**src/rtl/mips_bus_pkg.sv**
```systemverilog
// Shared types and constants for the I/D bus arbiter of mips_cpu_bus.
// Used by mips_arb_pick and mips_bus_arbiter.
package mips_bus_pkg;

    typedef enum logic [1:0] {
        IDLE  = 2'd0,
        OWN_I = 2'd1,
        OWN_D = 2'd2,
        RESP  = 2'd3
    } arb_state_t;

    typedef enum logic {
        PORT_I = 1'b0,
        PORT_D = 1'b1
    } arb_port_t;

    // Wide enough for any supported DATA_W; users slice the low DATA_W/8 bits.
    localparam logic [63:0] BE_ALL = '1;

endpackage

```
**src/rtl/mips_arb_pick.sv**
```systemverilog
// Combinational winner select between the fetch (I) and load/store (D) ports.
// Optional feature macro: MIPS_ARB_ROUND_ROBIN_EN (alternate on ties).
module mips_arb_pick
    import mips_bus_pkg::*;
(
    input  logic i_i_req,
    input  logic i_d_req,
`ifdef MIPS_ARB_ROUND_ROBIN_EN
    input  logic i_last_grant,
`endif
    output logic o_valid,
    output logic o_winner
);

    always_comb begin
        o_valid  = i_i_req | i_d_req;
`ifdef MIPS_ARB_ROUND_ROBIN_EN
        // On a tie, hand the bus to whichever port did not win last time.
        if (i_i_req && i_d_req)
            o_winner = (i_last_grant == PORT_D) ? PORT_I : PORT_D;
        else
            o_winner = i_d_req ? PORT_D : PORT_I;
`else
        o_winner = i_d_req ? PORT_D : PORT_I;
`endif
    end

endmodule

```
**src/rtl/mips_bus_arbiter.sv**
```systemverilog
// Two-port arbiter sharing one Avalon-style bus between fetch (I) and load/store (D).
// Optional feature macro: MIPS_ARB_ROUND_ROBIN_EN (round-robin tie break instead of D-first).
module mips_bus_arbiter
    import mips_bus_pkg::*;
#(
    parameter int ADDR_W = 32,
    parameter int DATA_W = 32
) (
    input  logic                  clk,
    input  logic                  reset,

    input  logic [ADDR_W-1:0]     i_address,
    input  logic                  i_read,
    output logic                  i_waitrequest,
    output logic [DATA_W-1:0]     i_readdata,

    input  logic [ADDR_W-1:0]     d_address,
    input  logic                  d_read,
    input  logic                  d_write,
    input  logic [DATA_W-1:0]     d_writedata,
    input  logic [DATA_W/8-1:0]   d_byteenable,
    output logic                  d_waitrequest,
    output logic [DATA_W-1:0]     d_readdata,

    output logic [ADDR_W-1:0]     address,
    output logic                  read,
    output logic                  write,
    output logic [DATA_W-1:0]     writedata,
    output logic [DATA_W/8-1:0]   byteenable,
    input  logic                  waitrequest,
    input  logic [DATA_W-1:0]     readdata,

    output logic                  grant_d
);

    localparam int BE_W = DATA_W / 8;

    arb_state_t r_state, w_state_nx;
    arb_port_t  r_owner, w_owner_nx;
    logic       w_d_req;
    logic       w_pick_vld;
    logic       w_pick_d;

    assign w_d_req = d_read | d_write;

`ifdef MIPS_ARB_ROUND_ROBIN_EN
    arb_port_t r_last_grant;

    always_ff @(posedge clk) begin
        if (!reset)
            r_last_grant <= PORT_D;
        else if (r_state == IDLE && w_pick_vld)
            r_last_grant <= arb_port_t'(w_pick_d);
    end
`endif

    mips_arb_pick u_pick (
        .i_i_req      (i_read),
        .i_d_req      (w_d_req),
`ifdef MIPS_ARB_ROUND_ROBIN_EN
        .i_last_grant (r_last_grant),
`endif
        .o_valid      (w_pick_vld),
        .o_winner     (w_pick_d)
    );

    always_ff @(posedge clk) begin
        if (!reset) begin
            r_state <= IDLE;
            r_owner <= PORT_I;
        end else begin
            r_state <= w_state_nx;
            r_owner <= w_owner_nx;
        end
    end

    always_comb begin
        w_state_nx    = r_state;
        w_owner_nx    = r_owner;
        address       = '0;
        read          = 1'b0;
        write         = 1'b0;
        writedata     = '0;
        byteenable    = '0;
        i_waitrequest = 1'b1;
        d_waitrequest = 1'b1;
        i_readdata    = '0;
        d_readdata    = '0;
        grant_d       = 1'b0;

        case (r_state)
            IDLE: begin
                if (w_pick_vld) begin
                    w_owner_nx = arb_port_t'(w_pick_d);
                    w_state_nx = w_pick_d ? OWN_D : OWN_I;
                end
            end
            OWN_I: begin
                address    = i_address;
                read       = i_read;
                byteenable = BE_ALL[BE_W-1:0];
                if (!waitrequest)
                    w_state_nx = i_read ? RESP : IDLE;
            end
            OWN_D: begin
                grant_d    = 1'b1;
                address    = d_address;
                write      = d_write;
                // A store wins over a simultaneous load request.
                read       = d_read & ~d_write;
                writedata  = d_writedata;
                byteenable = d_byteenable;
                if (!waitrequest) begin
                    if (d_write) begin
                        d_waitrequest = 1'b0;
                        w_state_nx    = IDLE;
                    end else if (d_read) begin
                        w_state_nx    = RESP;
                    end else begin
                        w_state_nx    = IDLE;
                    end
                end
            end
            RESP: begin
                w_state_nx = IDLE;
                if (r_owner == PORT_D) begin
                    grant_d       = 1'b1;
                    d_waitrequest = 1'b0;
                    d_readdata    = readdata;
                end else begin
                    i_waitrequest = 1'b0;
                    i_readdata    = readdata;
                end
            end
            default: w_state_nx = IDLE;
        endcase
    end

endmodule

```
**config.mk**
```make
export PLATFORM = sky130hd
export DESIGN_NAME = mips_bus_arbiter
export DESIGN_NICKNAME = d
export VERILOG_FILES = /design/src/rtl/mips_bus_pkg.sv /design/src/rtl/mips_arb_pick.sv /design/src/rtl/mips_bus_arbiter.sv
export SDC_FILE = /design/constraint.sdc
export NUM_CORES = 1
export LEC_CHECK = 0
export BUFFER_PORTS_ARGS = -buffer_cell sky130_fd_sc_hd__buf_2
export CAP_MARGIN = 0
export CORE_AREA = 10 10 99 101
export CTS_CLUSTER_SIZE = 16
export DETAILED_ROUTE_END_ITERATION = 7
export DIE_AREA = 0 0 109 111
export GPL_ROUTABILITY_DRIVEN = 0
export GPL_TIMING_DRIVEN = 0
export PLACE_DENSITY = 0.64
export SYNTH_ARGS = -nofsm -noshare
export SYNTH_HDL_FRONTEND = slang
export SYNTH_SLANG_ARGS = --single-unit
```
**constraint.sdc**
```tcl
create_clock -name clk -period 2.02 [get_ports clk]
set_input_delay 0.505 -clock clk [delete_from_list [all_inputs] [get_ports clk]]
set_output_delay 0.505 -clock clk [all_outputs]
set_load 0.05 [all_outputs]
```
==> summary.md <==
| Metric | Value |
|---|---|
| # nets final | 665 |
| CP max FO | 10 |
| Grt peak-use layer | met2 |
| Die X | ~110 um |
| Initial antenna violation count | 1 |
| WL/cell | around 20 um |
| GR Util met1 | 16.5% |
| Synth Area in Simple Gates | 60.6% |
| Worst r2r src | r_state[0] |
| CTS tree | yes |
| Final slew viol count | 0 |
| Worst Slack Setup Final | -77.2 ps |
| Inserted Diodes | 0 |
| Synth Area in Adders | 5.01% |
| Largest net degree at the start of global routing | 11 |
| Startpoint Class | flop |
| Layout cells sized above 1 | approximately 85% |
| CTS root buf | clkbuf_8 |
| CTS sink cnt | 3 |
| Max-cap violation count | 0 |
| Worst slew margin | roughly four fifths |
| Yosys reg bits | 3 |
| Placed cells | just over 600 |
| Clk slew on worst S/H paths | 30 ps |
| Leak Pwr | between 2 and 2.5 nW |
| Fin crit share | 104% |
| Count of unique library cells instantiated by Yosys | 23 |
| Die Y-Extent | roughly 110 um |
| Met3 Track Usage GR | under 10% |
| TNS Setup | -2320 ps |
| Worst EP required | about 1500 ps |
| DP HPWL | between 9 and 10 mm |
| Outcome | complete, but fails checks |
| Hold Path Class | reg -> reg |
| Routed WL | around 13 mm |
| Tot GR Track Use | 17.3% |
| Critical Path Sink | i_readdata[20] |
| Final setup viols | between 60 and 70 |
| IR drop worst, VDD | 0.615 mV |
| P&R area growth vs syn | 213% |
| Post-Place Cell Area | 0.00324 mm^2 |
| Worst-Margin Slew | about 310 ps |
| Final Util | about three fifths |
| F_max | roughly 480 MHz |
| FF-to-FF path depth | 5 |
| Syn_area_per_cell | around 6.5 um^2 |
| Unrepaired setup endpoints after global routing | true |
| Pwr per Cell Area | 708 mW/mm^2 |
| Cell Area, Synth | 0.00150 mm^2 |
| Period minus WS final | between 2000 and 2500 ps |
| RR Endpoint | r_state[1] |
| I/O Pins | between 200 and 300 |
| CP endpoint kind | output pin |
| Met2 usage | about a third |
| Design Area, Final | between 0.004 and 0.005 mm^2 |
| Sequential fraction of the synthesis area | ~4% |
| Power Total | 3.32 mW |
| TritonRoute pass-1 iters | 4 |
| Fin cells | ~630 |
| Layout Skew | between 0.15 and 0.2 ps |
| Vias in the first global route | 3159 |
| Crit Path Category | reg -> out |
| Share of flip-flops with an asynchronous set or reset | 0% |
| Port buffer count | 274 |
| TritonCTS buffer count | 3 |
| GRT overflow | 0 |
| Post-Syn Instances | 231 |
| EDFF count, synth | 0 |
| Via density per instance | about 4.7 |
| Crit. Startpoint | r_state[0] |
| Post-synthesis mux area share | 0% |
| Synth Area in XOR/XNOR | 0% |
| Clk buf depth | 2 |
| Starting density of the core | about a fifth |
| Initial DRC Count | about 130 |
| Post-synthesis compound-gate area fraction | between 20% and 30% |
| Die area | approximately 0.012 mm^2 |
| Ys Warns | 0 |
| Vias post-DR | approximately 2900 |
| Failing checks | negative setup slack |
| Largest family of logic cells by synthesized area | simple AND/OR/NAND/NOR gates |
| FP Rows | 33 |
| H-tree depth | 1 |
| Crit path DAT | between 1500 and 2000 ps |
| Routed Antenna Nets | 0 |
| Most used flip-flop cell after synthesis | dfxtp_1 |
| Syn Nets | about 380 |
| R2R Setup Slk | about 380 ps |
| Worst skew pair latency | about 210 ps |
| Core outline area | between 0.007 and 0.008 mm^2 |
| DRC | 0 |
| First-pass GRT wire length | between 15 and 20 mm |
| Final Hold Viols | 0 |
placed cells by master (no fill, tap or decap), types with 2 or more instances in the layout:
| cell | instances |
|---|---|
| buf_2 | 144 |
| buf_6 | 68 |
| buf_4 | 45 |
| and3_1 | 32 |
| buf_8 | 30 |
| a22oi_2 | 30 |
| and2_2 | 26 |
| and2_1 | 23 |
| nor2b_2 | 19 |
| nor2b_4 | 18 |
| and2_4 | 17 |
| clkbuf_8 | 8 |
| clkbuf_2 | 6 |
| clkbuf_16 | 5 |
| clkbuf_4 | 5 |
| ha_4 | 5 |
| nand2_1 | 4 |
| a21oi_1 | 3 |
| a22oi_1 | 2 |
| buf_12 | 2 |
| a21oi_2 | 2 |
| nor2_4 | 2 |
| nand2b_1 | 2 |
| o21ai_0 | 2 |
| a21boi_0 | 2 |
| o221a_1 | 2 |
| dfxtp_4 | 2 |
cell type report:
type	instances	area, um^2
clock buffer	4	45.0
fill	651	3280
tap	105	131
sequential	3	68.8
inverter	3	18.8
timing repair buffer	287	2280
buffer	23	298
multi-input combinational	200	1850
synth_stat cells (2+ instances only):
cell       n  area share (%)
nand2b_1   2            0.84
ha_1       6             5.0
and2_1    65              27
a21oi_1    6             2.0
nand2_1    4             1.0
o221a_1    2             1.5
nor2_1     2            0.50
inv_1      3            0.75
buf_1      2            0.50
dfxtp_1    3             4.0
o21ai_0    2            0.67
a22oi_1   32              16
nor2b_1   37              15
and3_1    32              13
clkbuf_1  23             5.8
a21boi_0   3             1.5
critical path: stages, from the launching register on:
cell	delay (ps)
dfxtp_4	410
ha_4	160
nor2b_4	270
clkbuf_8	220
and2_2	160
buf_6	160
flip-flops by register name (all words and copies together) (netlist names):
| signal | cells |
|---|---|
| r_state | 2 |
| r_owner | 1 |
how the worst min path moves through the flow:
stage,end,slack [ps],from,cells after the start
3_5_place_dp,r_owner,580,r_owner,2
5_1_grt,r_state[0],570,reset,2
3_3_place_gp,r_owner,580,r_owner,2
2_1_floorplan,r_owner,510,r_owner,2
6_report,r_owner,550,r_owner,2
4_1_cts,r_state[0],550,reset,2
power by group:
part           switching [mW]  internal (mW)
Combinational            1.70           1.33
Clock                  0.0389          0.135
Sequential             0.0393         0.0777
Total                    1.77           1.54
per-layer routing:
layer  up-vias  part of all wire (%)
li1       1377                     -
met5         -                 0.087
met3        18                    12
met4         2                   1.8
met1      1353                    33
met2       185                    53
stage by stage:
step / setup WS [ps] / hold WS, ps
global placement: -516 / 577
floorplan: -170 / 506
finish: -77.2 / 549
CTS: -59.0 / 550
global route: -138 / 566
detailed placement: -538 / 584
logic make-up after synthesis:
| family | after synthesis |
|---|---|
| compound gates | 48 |
| fa+ha+maj | 6 |
| buf+inv | 28 |
| flops | 3 |
| simple gates | 146 |
what timing repair did:
item,in CTS,in global routing
pin swaps,27,17
hold buffers,0,0
buffers inserted,5,3
resized for setup,289,132
setup endpoints to repair,135,115
cloned,3,2
Note: power is estimated with default switching activity, not from simulation.
